--- config.mk ---
export PLATFORM = sky130hd
export DESIGN_NAME = fft8_stream_core
export DESIGN_NICKNAME = d
export VERILOG_FILES = /design/src/rtl/fft8_stream_core.sv
export SDC_FILE = /design/constraint.sdc
export NUM_CORES = 1
export LEC_CHECK = 0
export BUFFER_PORTS_ARGS = -buffer_cell sky130_fd_sc_hd__buf_2
export CAP_MARGIN = 20
export CORE_ASPECT_RATIO = 0.7
export CORE_MARGIN = 2
export CORE_UTILIZATION = 55
export DETAILED_ROUTE_END_ITERATION = 6
export GPL_TIMING_DRIVEN = 0
export PLACE_DENSITY = 0.71
export SYNTH_ARGS = -nofsm -noshare
export SYNTH_HDL_FRONTEND = slang
export SYNTH_SLANG_ARGS = --single-unit
--- constraint.sdc ---
create_clock -name clk -period 10.95 [get_ports clk]
set_input_delay 3.285 -clock clk [delete_from_list [all_inputs] [get_ports clk]]
set_output_delay 3.285 -clock clk [all_outputs]
set_load 0.02 [all_outputs]
--- src/rtl/fft8_stream_core.sv ---
// fft8_stream_core: streaming 8-point radix-2 DIT FFT, computed in place one butterfly per cycle.
// Optional FFT_SCALE_EN halves every butterfly output, so the bins come out as X/8.
module fft8_stream_core #(
  parameter int IN_W    = 8,
  parameter int TW_FRAC = 7
) (
  input  logic                   clk,
  input  logic                   rst,
  input  logic                   in_valid,
  output logic                   in_ready,
  input  logic signed [IN_W-1:0] in_re,
  input  logic signed [IN_W-1:0] in_im,
  output logic                   out_valid,
  input  logic                   out_ready,
  output logic signed [IN_W+3:0] out_re,
  output logic signed [IN_W+3:0] out_im,
  output logic [2:0]             out_idx,
  output logic                   out_last,
  output logic                   busy
);
  // state | meaning
  // LOAD  | accept 8 samples into bit-reversed addresses
  // CALC  | 12 butterflies: 3 stages x 4, one per cycle
  // OUT   | present bins 0..7 in natural order under out_ready
  localparam int OUT_W = IN_W + 4;
  localparam int PW    = OUT_W + TW_FRAC + 3;
  localparam int C     = $rtoi(0.70710678 * (2.0 ** TW_FRAC) + 0.5);
  localparam logic signed [PW-1:0] C_P = PW'(C);

  typedef enum logic [1:0] {S_LOAD, S_CALC, S_OUT} state_t;

  state_t state, state_nxt;
  logic [2:0] in_cnt, idx;
  logic [3:0] bf_cnt;
  logic signed [OUT_W-1:0] mem_re [0:7];
  logic signed [OUT_W-1:0] mem_im [0:7];

  always_ff @(posedge clk) begin
    if (rst) begin
      state  <= S_LOAD;
      in_cnt <= '0;
      bf_cnt <= '0;
      idx    <= '0;
    end else begin
      state <= state_nxt;
      if (state == S_LOAD && in_valid) in_cnt <= in_cnt + 3'd1;
      if (state == S_CALC) bf_cnt <= (bf_cnt == 4'd11) ? 4'd0 : bf_cnt + 4'd1;
      if (state == S_OUT && out_ready) idx <= idx + 3'd1;
    end
  end

  always_comb begin
    state_nxt = state;
    case (state)
      S_LOAD:  if (in_valid && in_cnt == 3'd7) state_nxt = S_CALC;
      S_CALC:  if (bf_cnt == 4'd11) state_nxt = S_OUT;
      S_OUT:   if (out_ready && idx == 3'd7) state_nxt = S_LOAD;
      default: state_nxt = S_LOAD;
    endcase
  end

  always_comb begin
    in_ready  = (state == S_LOAD);
    busy      = (state != S_LOAD);
    out_valid = (state == S_OUT);
    out_idx   = idx;
    out_last  = (state == S_OUT) && (idx == 3'd7);
    out_re    = (state == S_OUT) ? mem_re[idx] : '0;
    out_im    = (state == S_OUT) ? mem_im[idx] : '0;
  end

  // Butterfly addressing: stage in bf_cnt[3:2], butterfly in bf_cnt[1:0].
  logic [1:0] stg, bf, tw_k;
  logic [2:0] p_addr, q_addr;
  assign stg = bf_cnt[3:2];
  assign bf  = bf_cnt[1:0];

  always_comb begin
    p_addr = '0;
    q_addr = '0;
    tw_k   = '0;
    case (stg)
      2'd0: begin
        p_addr = {bf, 1'b0};
        q_addr = {bf, 1'b1};
        tw_k   = 2'd0;
      end
      2'd1: begin
        p_addr = {bf[1], 1'b0, bf[0]};
        q_addr = {bf[1], 1'b1, bf[0]};
        tw_k   = {bf[0], 1'b0};
      end
      default: begin
        p_addr = {1'b0, bf};
        q_addr = {1'b1, bf};
        tw_k   = bf;
      end
    endcase
  end

  logic signed [OUT_W-1:0] a_re, a_im, b_re, b_im, t_re, t_im;
  logic signed [PW-1:0]    br_x, bi_x, wr, wi, pr, pi;
  logic signed [OUT_W:0]   sum_re, sum_im, dif_re, dif_im;
  logic signed [OUT_W-1:0] wp_re, wp_im, wq_re, wq_im;

  always_comb begin
    a_re = mem_re[p_addr];
    a_im = mem_im[p_addr];
    b_re = mem_re[q_addr];
    b_im = mem_im[q_addr];
    br_x = PW'(b_re);
    bi_x = PW'(b_im);
    wr   = (tw_k == 2'd1) ? C_P : -C_P;
    wi   = -C_P;
    pr   = br_x * wr - bi_x * wi;
    pi   = br_x * wi + bi_x * wr;
    case (tw_k)
      2'd0: begin
        t_re = b_re;
        t_im = b_im;
      end
      2'd2: begin
        t_re = b_im;
        t_im = -b_re;
      end
      default: begin
        t_re = OUT_W'(pr >>> TW_FRAC);
        t_im = OUT_W'(pi >>> TW_FRAC);
      end
    endcase
    sum_re = (OUT_W+1)'(a_re) + (OUT_W+1)'(t_re);
    sum_im = (OUT_W+1)'(a_im) + (OUT_W+1)'(t_im);
    dif_re = (OUT_W+1)'(a_re) - (OUT_W+1)'(t_re);
    dif_im = (OUT_W+1)'(a_im) - (OUT_W+1)'(t_im);
`ifdef FFT_SCALE_EN
    wp_re = OUT_W'(sum_re >>> 1);
    wp_im = OUT_W'(sum_im >>> 1);
    wq_re = OUT_W'(dif_re >>> 1);
    wq_im = OUT_W'(dif_im >>> 1);
`else
    wp_re = OUT_W'(sum_re);
    wp_im = OUT_W'(sum_im);
    wq_re = OUT_W'(dif_re);
    wq_im = OUT_W'(dif_im);
`endif
  end

  // Memory has no reset; a restarted frame overwrites every entry before use.
  always_ff @(posedge clk) begin
    if (!rst) begin
      if (state == S_LOAD && in_valid) begin
        mem_re[{in_cnt[0], in_cnt[1], in_cnt[2]}] <= OUT_W'(in_re);
        mem_im[{in_cnt[0], in_cnt[1], in_cnt[2]}] <= OUT_W'(in_im);
      end else if (state == S_CALC) begin
        mem_re[p_addr] <= wp_re;
        mem_im[p_addr] <= wp_im;
        mem_re[q_addr] <= wq_re;
        mem_im[q_addr] <= wq_im;
      end
    end
  end

endmodule

Word-level counts from Yosys, hierarchy flattened
Memories as Yosys holds them, arrays and structs flattened. A register that Yosys moved wholly into a read port is not among the register bits.
Cells that the tools add are included.
Word-level totals
  register bits after elaboration: 12
  memory bits (writable): 192
  memories: 2
  input port bits: 20
Memories
  mem_im: depth 8, width 12, read ports 3, clocked after memory_dff 1, write ports 2, RTL line 36  | logic signed [OUT_W-1:0] mem_im [0:7];
  mem_re: depth 8, width 12, read ports 3, clocked after memory_dff 1, write ports 2, RTL line 35  | logic signed [OUT_W-1:0] mem_re [0:7];
Operators by class
  multipliers: 4
  reductions and logical operators: 12
  muxes and demuxes: 30
  eq/ne operators: 11
  add/sub/neg operators: 10
Operators by type and width (number)
  12-bit 2-to-1 mux: 4
  12-bit one-hot mux with 2 select lines: 2
  12-bit by 22-bit multiplier with 19-bit output: 2
  12-bit by 8-bit multiplier with 19-bit output, second input constant: 2
  12-bit adder: 2
  12-bit OR reduction: 2
  12-bit subtractor: 2
  22-bit 2-to-1 mux: 1
  19-bit adder: 1
  19-bit subtractor: 1
  3-bit 2-to-1 mux: 6
  12-bit negation: 1
  3-bit one-hot mux with 2 select lines: 2
  1-bit 2-to-1 mux: 9
  3-bit by 1-bit adder with 3-bit output, second input constant: 2
  2-bit by 1-bit equality test with 1-bit output, second input constant: 3
  3-bit equality test, second input constant: 2
  2-bit logical NOT: 3
  2-bit 2-to-1 mux: 3
  2-bit by 1-bit != test with 1-bit output, second input constant: 3
  2-bit one-hot mux with 3 select lines: 1
  1-bit logical AND: 5
  4-bit by 1-bit adder with 4-bit output, second input constant: 1
  2-bit equality test, second input constant: 2
  5 further kinds: 5

Longest topological paths before layout
Gate-level depths: netlist of the first run.
  depth in word-level cells: 9
  depth in mapped cells: 48

Worst setup path after synthesis of the first run
OpenSTA, ideal clock, no wires.
  path type: register -> register
  from: register bf_cnt[1]
  to: memory mem_re[1][11] (netlist name), data pin
  arrival: 8.864 ns
  library setup time: 0.272 ns
  period minus slack after synthesis: 9.136 ns
  cell stages (with the launch flop): 40
  data required time: 10.678 ns
  path slack: 1.814 ns
  path buffers: 3
  path through: dfxtp_1 buf_2 buf_1 buf_2 nor2_1 a22oi_1 o221ai_1 nor2_1 xor2_1 ha_1 or2_2 fa_1 inv_1 fa_1 inv_1 fa_1 fa_1 fa_1 [... 4 more ...] o21ai_0 o21ai_0 o21a_1 o21a_1 a211oi_1 ha_1 inv_1 o21ai_0 a21oi_1 o21ai_0 a21oi_1 o21ai_0 o21ai_0 nand2b_1 a21oi_1 xor2_1 a21oi_1 a21oi_1
RTL lines
  start: declaration: RTL line 34  | logic [3:0] bf_cnt;
  start signal: assignment: RTL line 47  | if (state == S_CALC) bf_cnt <= (bf_cnt == 4'd11) ? 4'd0 : bf_cnt + 4'd1;
  end: declaration: RTL line 35

==> metrics, run 1 <==
status finished clean; Vias 21,770; Core Region 45,380 sq um; initial antenna violation count 3; post-synthesis xor/xnor area fraction 4.118%; CP top delay family adder cells; Crit Path Max Fanout 10; final number of hold-violating endpoints 0; Worst path max stage delay 0.67 ns; full die area 48,000 sq um; Fillers 3,743; Seq cells post-synth 207; CP startpoint bf_cnt[1]$_SDFFE_PP0N_; DRT Pass-1 Iters 7; Final Setup Violations 0; TritonCTS Sinks 207; Hold Crit Class reg -> reg; startpoint types register; Max VDD drop 0.0001034 V; die height 183.9 um; total track usage 39.80%; drt drc 0; Final Cycle Share 97.72%; drt via density 6.565; Synth area leaders edfxtp_1 (23%), fa_1 (19%), ha_1 (12%), mux4_2 (8.6%), inv_1 (6.0%); Initial Util 56.04%; leakage 12.20 nW; CTS tree built; fraction of registers with async set or reset after synthesis 0%; area of the multi-input gates 17,530 sq um; Synth area leader edfxtp_1; H-tree level count 1; global-route wire length before repair 138.4 mm; count of input and output buffers 49; overall routed net length 94.21 mm; Yosys top cell area share 22.67%; multiplexer area fraction after synthesis 11.47%; Worst setup EP type register; synth warn 0; total gr overflow 0; Synth Area in Adders 31.16%; syn_nets 3,085; fin crit period 10.70 ns; CP dominant cell by count fa_1; post-synthesis sequential area ratio 23.85%; Clock Tree Buf Depth 3; drt initial violations 3,288; critical path type reg -> reg; vias in the first global route 21,740; Horiz. Die Dim 261.0 um; Num CTS Buffers 21; max-slew violation count 0; Compound-Gate Fraction of Synth Area 11.25%; worst skew pair latency 0.54 ns; post-synthesis cell area 25,430 sq um; antenna viol nets, final 0; Worst R2R Start bf_cnt[1]$_SDFFE_PP0N_; nets 3,209; CP arrival 10.93 ns; # diodes 0; Post-CTS Hold Fix Bufs 0; Synth cell types 76; Root Buffer clkbuf_16; maxcap violations 0; share of cells above drive strength 1 13.49%; number of flops mapped to enable cells by yosys 192; CTS clock-pin slew for the worst setup and hold paths 0.07 ns; CP Data Required Time 11.18 ns; Synth Area per Inst 9.876 sq um; Cells after DPL 3,252; largest net degree at the start of global routing 25; largest family of logic cells by synthesized area adder cells; Peak Freq 0.09345 GHz; pwr dens 74.92 nW/um^2; Synth-to-Final Area Change 10.57%; gpl congestion 1.055; Rows 65; Rel. slew slack 12.94%; I/O Pins 51; total power 2.107 mW; Slowest-stage cell, CP fa_1; Worst Clk Skew 0.02334 ns; Wirelength per Cell 28.41 um; Post-Syn Instances 2,575; hold_ws 0.5078 ns; Synth Flop Type edfxtp_1; final std cells w/o fill 3,316; hold path start in_cnt[2]$_SDFFE_PP0P_; Worst Path Buf+Inv 5; Post-Synth Simple-Gate Area 9.855%; FF/Latch Area 6067 sq um; Post-DP HPWL 72.90 mm; measured slew at the worst slew-check pin 1.306 ns
-- timing repair --
action                     CTS  global route
pin swaps                    3             5
gates resized for setup     19            58
buffers inserted             4            17
setup endpoints to repair  119            96
-- stage by stage --
step	util (%)	worst slack, ns	setup TNS [ns]	area (sq um)
floorplan	-	1.814	0	25430
global placement	58.24	-0.9141	-56.96	26430
detailed placement	59.35	-1.076	-69.61	26930
CTS	61.06	0.01254	0	27710
global route	61.96	-0.005313	-0.009319	28120
finish	61.96	0.2493	0	28120
-- per-layer routing --
layer | vias to the layer above | share of wire (%) | track usage (%)
met4 | 4 | 4.6 | 14.86
met5 | - | 0.084 | 0.9259
met1 | 10540 | 39 | 57.00
met2 | 1902 | 39 | 54.14
li1 | 9005 | - | -
met3 | 321 | 17 | 15.47
-- final timing paths --
path / depth (start not counted) / slack, ns / to
max reg2reg: 33 / 0.25 / mem_im[7][11]$_DFFE_PP_
min: 2 / 0.51 / in_cnt[2]$_SDFFE_PP0P_
min reg2reg: 2 / 0.51 / in_cnt[2]$_SDFFE_PP0P_
max: 33 / 0.25 / mem_im[7][11]$_DFFE_PP_
-- cells in the mapped netlist (20+ instances only) --
cell type  instances
fa_1             239
ha_1             251
edfxtp_1         192
mux2i_1           44
buf_2             23
o21ai_0           61
xnor2_1           90
nand3_1           23
nor3_1            21
a21o_1            20
xor2_1            27
a21oi_1          227
clkbuf_1          87
mux4_2            97
mux2_2            26
o22ai_1           20
inv_1            408
nand2_1          155
nor2_1           292
-- layout by cell type (no fill, tap or decap), types with 44 or more instances in the layout --
master / Yosys / routed
inv_1: 408 / 403
nor2_1: 292 / 283
ha_1: 251 / 251
fa_1: 239 / 238
a21oi_1: 227 / 222
edfxtp_1: 192 / 192
nand2_1: 155 / 149
mux4_2: 97 / 97
xnor2_1: 90 / 89
clkbuf_1: 87 / 87
buf_2: 23 / 64
o21ai_0: 61 / 54
mux2i_1: 44 / 44
-- worst reg2reg max path: cells and delay by family (launching register included) --
kind            cells  cell delay, ns
compound gates      8            2.15
xor+xnor            1            0.20
fa+ha+maj           9            4.30
buf+inv             5            1.48
flops               1            0.50
mux                 1            0.18
simple gates        9            1.60
-- state kept, by name (all words and copies together), names as in the netlist, named ones only --
signal and cells:
state 2, mem_re 96, mem_im 96, out_idx 3
bf_cnt 4, in_cnt 3
-- logic make-up (layout without fill, tap and decap cells) --
kind of cell | Yosys count | in the layout
and+or+nand+nor | 582 | 582
muxes | 167 | 167
buffers and inverters | 543 | 681
AOI/OAI and AO/OA | 466 | 466
other | 2 | 2
xor gates and xnor gates | 118 | 118
DFF | 207 | 207
adders and majority gates | 490 | 490
-- area by class of cell --
| cell class | count | area share, % |
|---|---|---|
| plain buffers | 133 | 2.163 |
| clock inverters | 10 | 0.4405 |
| well taps | 603 | 2.683 |
| flip-flops and latches | 207 | 21.58 |
| multi-input cells | 1825 | 62.36 |
| inverters | 409 | 5.527 |
| repair buffers | 102 | 3.302 |
| clock buffers | 27 | 1.949 |
-- where the power goes --
group          switching [mW]  leakage (nW)  internal, mW
clock                   0.335         0.325         0.424
sequential            0.00685          1.86         0.876
combinational           0.268          10.0         0.196
total                   0.610          12.2          1.50
Power figures use the tool's default switching activity.
==> run 2, diff against run 1 <==
CORE_UTILIZATION = 65   (was 55)
GPL_TIMING_DRIVEN = not set   (was 0)
PLACE_DENSITY = 0.82   (was 0.71)
==> metrics, run 2 (synthesis results as in run 1) <==
nets 3,099; CP Capture Point mem_im[3][9]$_DFFE_PP_; Max VDD drop 0.0001026 V; status finished, violations left; setup tns final 0 ns; Initial Util 66.03%; initial antenna violation count 1; Vias 21,010; Hold Crit Class reg -> reg; drt via density 6.717; total power 2.032 mW; critical path type reg -> reg; area of the multi-input gates 17,380 sq um; drt initial violations 3,526; CP startpoint bf_cnt[2]$_SDFFE_PP0N_; FF-to-FF End mem_im[3][9]$_DFFE_PP_; total track usage 41.26%; Top Registers mem_im x96, mem_re x96, bf_cnt x4; # diodes 0; CP Data Required Time 11.20 ns; Final Cycle Share 98.12%; Slowest-stage cell, CP a21oi_1; H-tree level count 1; Rel. slew slack 19.05%; full die area 40,750 sq um; Worst setup EP type register; Fillers 2,836; DRT Pass-1 Iters 7; commonest non-fill, non-tap cell in the layout inv_1; fin crit period 10.74 ns; measured slew at the worst slew-check pin 1.214 ns; Final Setup Violations 0; Reg2Reg Setup Slack 0.21 ns; most frequent cells in the layout inv_1 (407), nor2_1 (285), ha_1 (251), fa_1 (238), a21oi_1 (226); CTS clock-pin slew for the worst setup and hold paths 0.07 ns; Peak Freq 0.09307 GHz; violated checks design-rule violations; max-slew violation count 0; FF/Latch Area 6076 sq um; antenna viol nets, final 0; share of cells above drive strength 1 12.88%; Root Buffer clkbuf_16; global-route wire length before repair 125.0 mm; pwr dens 74.94 nW/um^2; CP dominant cell by count fa_1; gpl congestion 1.035; CP arrival 10.99 ns; leakage 11.89 nW; Crit Path Max Fanout 30; final std cells w/o fill 3,128; Num CTS Buffers 19; fin area 27,110 sq um; WHS Path Cells 2; drt drc 7; Rows 60; Worst R2R Start bf_cnt[2]$_SDFFE_PP0N_; Worst Clk Skew 0.02352 ns; die height 169.5 um; Core Region 38,510 sq um; Cells after DPL 3,089; Wirelength per Cell 26.24 um; Horiz. Die Dim 240.4 um; Synth-to-Final Area Change 6.608%; Clock Tree Buf Depth 3; Worst path max stage delay 0.58 ns; final number of hold-violating endpoints 0; TritonCTS Sinks 207; count of input and output buffers 50; final core occ 70.40%; vias in the first global route 20,880; Post-DP HPWL 61.34 mm; CTS tree built; I/O Pins 51; startpoint types register; path depth of the worst reg2reg path 33; Post-CTS Hold Fix Bufs 0; placed instance area 26,400 sq um; overall routed net length 82.09 mm; largest net degree at the start of global routing 68; total gr overflow 0; maxcap violations 0; worst skew pair latency 0.54 ns; RSZ-0062 raised after global routing false
-- run 2: worst min path at each step --
stage,from,endpoint,slack [ns]
floorplan,in_cnt[1]$_SDFFE_PP0P_,in_cnt[1]$_SDFFE_PP0P_,0.45
global placement,out_idx[2]$_SDFFE_PP0P_,register,0.47
detailed placement,in_cnt[1]$_SDFFE_PP0P_,in_cnt[1]$_SDFFE_PP0P_,0.49
CTS,in_cnt[1]$_SDFFE_PP0P_,in_cnt[1]$_SDFFE_PP0P_,0.50
global route,in_cnt[1]$_SDFFE_PP0P_,in_cnt[1]$_SDFFE_PP0P_,0.52
finish,in_cnt[1]$_SDFFE_PP0P_,in_cnt[1]$_SDFFE_PP0P_,0.50
-- run 2: cell type report --
type / count / share of cell area (%)
clock inverters: 4 / 0.09692
well taps: 527 / 2.432
flip-flops and latches: 207 / 22.41
clock buffers: 29 / 2.044
repair buffers: 127 / 3.244
multi-input cells: 1825 / 64.09
inverters: 409 / 5.677
-- run 2: per-layer routing --
layer | part of all wire [%] | vias up | GRT usage (%)
met5 | 0.016 | - | 0
met4 | 4.3 | 2 | 14.34
met3 | 16 | 329 | 13.60
met2 | 41 | 1831 | 58.11
met1 | 38 | 10080 | 59.95
li1 | - | 8774 | -
-- run 2: critical path, delay by kind of cell, from the launching register on --
| family | cells | cell delay, ns |
|---|---|---|
| XOR/XNOR | 2 | 0.33 |
| flip-flops | 1 | 0.35 |
| adder cells (fa/ha/maj) | 9 | 3.84 |
| buffers and inverters | 6 | 1.44 |
| AO/OA/AOI/OAI | 12 | 3.64 |
| AND/OR/NAND/NOR | 4 | 0.85 |
-- run 2: repair_timing --
action                                  in CTS  in global routing
buffers inserted                             0                  4
hold endpoints to repair                     0                  0
gates resized for setup                      0                 13
endpoints found under the setup margin       0                 59
-- run 2: per-stage QoR --
step	hold WS (ns)	setup slack, ns
final	0.4969	0.2060
after global routing	0.5224	0.005591
after CTS	0.5002	0.1817
after detailed placement	0.4909	0.2297
after global placement	0.4734	0.3854
after floorplan	0.4534	1.814
-- run 2: report_power, final --
part / total [mW] / switching (mW) / leakage, nW / internal [mW]
Clock: 0.675 / 0.324 / 0.282 / 0.352
Combinational: 0.474 / 0.278 / 9.75 / 0.196
Sequential: 0.882 / 0.00707 / 1.86 / 0.875
